$ cat src/rtl/mul_arbiter.sv
// Round-robin arbiter sharing one pipelined multiplier among NUM_REQ requesters.
// A {valid, id} tag pipeline, matched to the multiplier depth, routes each product back to its owner.
module mul_arbiter #(
  parameter int NUM_REQ = 4,
  parameter int LATENCY = 2
) (
  input  logic                       clock,
  input  logic                       reset,
  input  logic [NUM_REQ-1:0]         req_valid,
  output logic [NUM_REQ-1:0]         req_ready,
  input  logic [NUM_REQ*16-1:0]      req_in0,
  input  logic [NUM_REQ*16-1:0]      req_in1,
  output logic [15:0]                mul_in0,
  output logic [15:0]                mul_in1,
  output logic                       mul_valid_in,
  input  logic [31:0]                mul_out,
  output logic                       resp_valid,
  output logic [$clog2(NUM_REQ)-1:0] resp_id,
  output logic [31:0]                resp_data
);
  localparam int IDW = $clog2(NUM_REQ);

  logic [IDW-1:0]     ptr;
  logic               grant_any;
  logic               grant;
  logic [IDW-1:0]     grant_id;
  logic [LATENCY-1:0] tag_v;
  logic [IDW-1:0]     tag_id [LATENCY];

  // Scan from the pointer upward, wrapping; the first asserted request wins.
  always_comb begin
    int idx;
    idx       = 0;
    grant_any = 1'b0;
    grant_id  = '0;
    for (int k = 0; k < NUM_REQ; k++) begin
      idx = int'(ptr) + k;
      if (idx >= NUM_REQ) idx = idx - NUM_REQ;
      if (!grant_any && req_valid[idx]) begin
        grant_any = 1'b1;
        grant_id  = IDW'(idx);
      end
    end
  end

  // Reset gates the combinational outputs so they drop without waiting for a clock.
  assign grant = grant_any & ~reset;

  always_comb begin
    req_ready    = '0;
    mul_in0      = '0;
    mul_in1      = '0;
    mul_valid_in = 1'b0;
    if (grant) begin
      req_ready[grant_id] = 1'b1;
      mul_in0             = req_in0[grant_id*16 +: 16];
      mul_in1             = req_in1[grant_id*16 +: 16];
      mul_valid_in        = 1'b1;
    end
  end

  always_ff @(posedge clock or posedge reset) begin
    if (reset) begin
      ptr   <= '0;
      tag_v <= '0;
      for (int i = 0; i < LATENCY; i++) tag_id[i] <= '0;
    end else begin
      if (grant) ptr <= (grant_id == IDW'(NUM_REQ - 1)) ? '0 : grant_id + 1'b1;
      tag_v[0]  <= grant;
      tag_id[0] <= grant_id;
      for (int i = 1; i < LATENCY; i++) begin
        tag_v[i]  <= tag_v[i-1];
        tag_id[i] <= tag_id[i-1];
      end
    end
  end

  // The multiplier has no valid of its own; the tag pipeline alone qualifies mul_out.
  assign resp_valid = tag_v[LATENCY-1] & ~reset;
  assign resp_id    = resp_valid ? tag_id[LATENCY-1] : '0;
  assign resp_data  = resp_valid ? mul_out : '0;

endmodule

$ cat config.mk
export PLATFORM = sky130hd
export DESIGN_NAME = mul_arbiter
export DESIGN_NICKNAME = d
export VERILOG_FILES = /design/src/rtl/mul_arbiter.sv
export SDC_FILE = /design/constraint.sdc
export NUM_CORES = 1
export LEC_CHECK = 0
export ABC_CLOCK_PERIOD_IN_PS = 2500
export CORE_AREA = 2 2 93 95
export DETAILED_ROUTE_END_ITERATION = 8
export DIE_AREA = 0 0 95 97
export PLACE_DENSITY = 0.8
export SYNTH_ARGS = -nofsm -noshare
export SYNTH_HDL_FRONTEND = slang
export SYNTH_SLANG_ARGS = --single-unit
$ cat constraint.sdc
create_clock -name clock -period 2.5 [get_ports clock]
set_input_delay 0.25 -clock clock [delete_from_list [all_inputs] [get_ports clock]]
set_output_delay 0.25 -clock clock [all_outputs]
set_load 0.01 [all_outputs]
==> results.yml <==
run_status:
  status: "finished clean"
worst_setup_path:
  crit_family: "buffers and inverters"
  worstPathCellList: "or3b_4 -> o221ai_4 -> buf_12 -> buf_16 -> mux2i_4 -> o22ai_2 -> dlygate4sd2_1"
  rrSetupSlack_ns: 0.59
  cpPeakStageDelay_ns: 0.46
  r2r_start: "ptr[1]"
  critPathKind: "reg2out"
  r2r.worst_path.cells: 9
  path_max_fanout: 8
  crit_required_ns: 2.25
  slowest_stage: "dfrtp_2"
  cp.arrival_ns: 2.20
  worst-path-buf-inv: 3
  cp-end-kind: "primary output"
  rr_endpoint: "ptr[0]"
  start_kind: "flip-flop"
hold_path:
  hold_depth: 0
  hold_start: "tag_id[2]"
  min_to: "tag_id[0]"
  hp-class: "reg2reg"
synthesis:
  ys_seq_area_share_pct: 11.8
  synth_ff_type: "dfrtp_1"
  synth_top_area_share_pct: 38.4
  synth_fp_nets: 363
  ys_warn_count: 0
  synth_area_leader_cell: "mux2i_1"
  synth_edf_count: 0
  netlist_instances: 196
  synth.most_common_cell: "mux2i_1"
  syn_avg_cell_area_um2: 8.65
  ys_types: 35
  yosys-top-cells-count: "mux2i_1 (65), and2_1 (35), o22ai_1 (30), dfrtp_1 (8), buf_6 (6)"
  ys_seq_elements: 8
  synthTopCellsByArea: "mux2i_1 (38%), and2_1 (13%), dfrtp_1 (12%)"
  async_reset_ff_share_pct: 100
  syn_area_mm2: 0.00170
run:
  drv_cap: 0
sta:
  fmax_mhz: 409
  hold_slack_ns: 0.342
  hold_viol: 0
  finalSetupViolCount: 0
  drv_slew: 0
  rsz0062_at_grt: "yes"
  relSlewSlack_pct: 80.2
  final.period_utilization_pct: 97.9
  fin_skew_ns: 0.00355
  worst_pin_slew_ns: 0.297
  finalCriticalPeriod_ns: 2.45
floorplan:
  fp.dieW_um: 95
  rows: 33
  pin_count: 238
  die_h_um: 97
  dieArea_mm2: 0.00922
  core_area_mm2: 0.00813
  start_util_pct: 20.8
clock_network:
  cts_made_buffers: 3
  cts_tree: "built"
  clkTransAtPathRegs_ns: 0.04
  ctsHtreeMaxLevel: 1
  clock-sinks: 8
  clockRootBuffer: "clkbuf_8"
  clkLatencyLatePin_ns: 0.23
  cts_buffer_depth: 2
pwr:
  powerDensity_mw_per_mm2: 556
  ir_drop_mv: 0.244
  power.leakage_nw: 2.00
layout:
  antennaDiodeCount: 0
  multiInputGateArea_mm2: 0.00141
  final_core_util_pct: 55.4
  area_growth_pct: 166
  final_nets: 614
  seqCellArea_um2: 201
  final.fill_count: 745
  drive_gt1_share_pct: 11.7
global_route:
  grt_pass1_vias: 2663
  grt_pass1_wl_um: 12400
  grt_max_degree: 36
  grt_antenna_before_repair: 0
  grt_overflow: 0
  grt_usage_pct: 16.7
routing:
  via_count: 2582
  ant_nets: 0
  first_iter_violations: 28
  post_drt_via_cell_ratio: 4.69
  wl_um: 8380
  first_pass_iters: 4
  wl_per_cell_um: 15.2
  route.detailed.drc: 0
placed_design:
  dp_hpwl_um: 6790
  gp_congestion: 0.875
  numPortBuffers: 237
per-stage QoR:
step / TNS (ns) / power [mW] / cell area (um2) / setup slack [ns] / std cells
after global routing: -0.0228 / 2.67 / 4510 / -0.0140 / 550
after floorplan: 0 / 1.28 / 1700 / 0.531 / 196
final: 0 / 2.51 / 4510 / 0.0535 / 550
after detailed placement: -11.38 / 2.15 / 4260 / -0.375 / 539
after global placement: -10.24 / 2.13 / 4260 / -0.320 / 539
after CTS: -0.0558 / 2.30 / 4330 / -0.0292 / 544
final cells by class:
class | instances | area share, %
inverter | 4 | 0.333
sequential | 8 | 4.47
timing repair buffer | 264 | 60.0
multi-input combinational | 166 | 31.3
tap | 105 | 2.92
clock buffer | 3 | 0.916
cells in the final DEF, fill, tap and decap left out, types with 2 or more instances in the layout:
cell,n
mux2i_1,58
o22ai_1,30
clkbuf_16,3
buf_4,16
nor2_1,3
and2_2,2
and2_1,35
buf_16,3
inv_1,4
clkbuf_8,3
or3b_2,2
dlygate4sd2_1,31
o22ai_2,2
o21ai_0,2
buf_12,4
nor2b_1,3
mux2i_2,3
clkdlybuf4s15_1,7
mux2i_4,4
dfrtp_1,7
a21oi_1,3
clkdlybuf4s50_1,198
logic make-up after synthesis:
group / Yosys count / synth area share, %
fa+ha+maj: 1 / 0.738
mux: 66 / 39.0
flops: 8 / 11.8
buf+inv: 22 / 9.89
simple gates: 54 / 20.1
compound gates: 45 / 18.4
registers in the layout (all words and copies together) (netlist names):
name,cells
tag_id,4
tag_v,2
ptr,2
worst register-to-register path, stage by stage (launching register included):
cell,delay (ns)
dfrtp_2,0.46
or3b_4,0.43
o221ai_4,0.11
buf_12,0.19
inv_1,0.05
ha_1,0.19
buf_4,0.14
nor2_1,0.08
nand4b_1,0.10
o211ai_1,0.10
how the worst max path moves through the flow:
stage,startpoint,to,depth (start not counted)
final,ptr[1],mul_in1[1],7
after floorplan,ptr[1],ptr[1],8
after detailed placement,req_valid[2],mul_in0[9],7
after global placement,req_valid[2],mul_in0[7],7
after CTS,req_valid[1],mul_in1[15],8
after global routing,ptr[1],mul_in0[9],7
layer usage:
layer	part of all wire (%)	GRT usage (%)	routed length, um	up-vias
li1	-	-	-	1229
met5	0	0	0	-
met3	11	4.67	881	20
met1	34	16.5	2830	1175
met2	53	32.7	4420	158
met4	3.1	5.13	257	0
where the power goes:
| part | total, mW | leakage (nW) | internal, mW | switching (mW) |
|---|---|---|---|---|
| logic | 2.15 | 1.89 | 1.27 | 0.877 |
| registers | 0.207 | 0.0941 | 0.177 | 0.0302 |
| clock network | 0.153 | 0.0216 | 0.104 | 0.0493 |
| total | 2.51 | 2.00 | 1.55 | 0.956 |
timing repair:
action,4_1_cts,5_1_grt
gates cloned,1,3
setup endpoints to repair,36,33
resized for setup,43,22
buffers inserted,1,3
hold buffers,0,0
(Power assumes the default switching activity.)
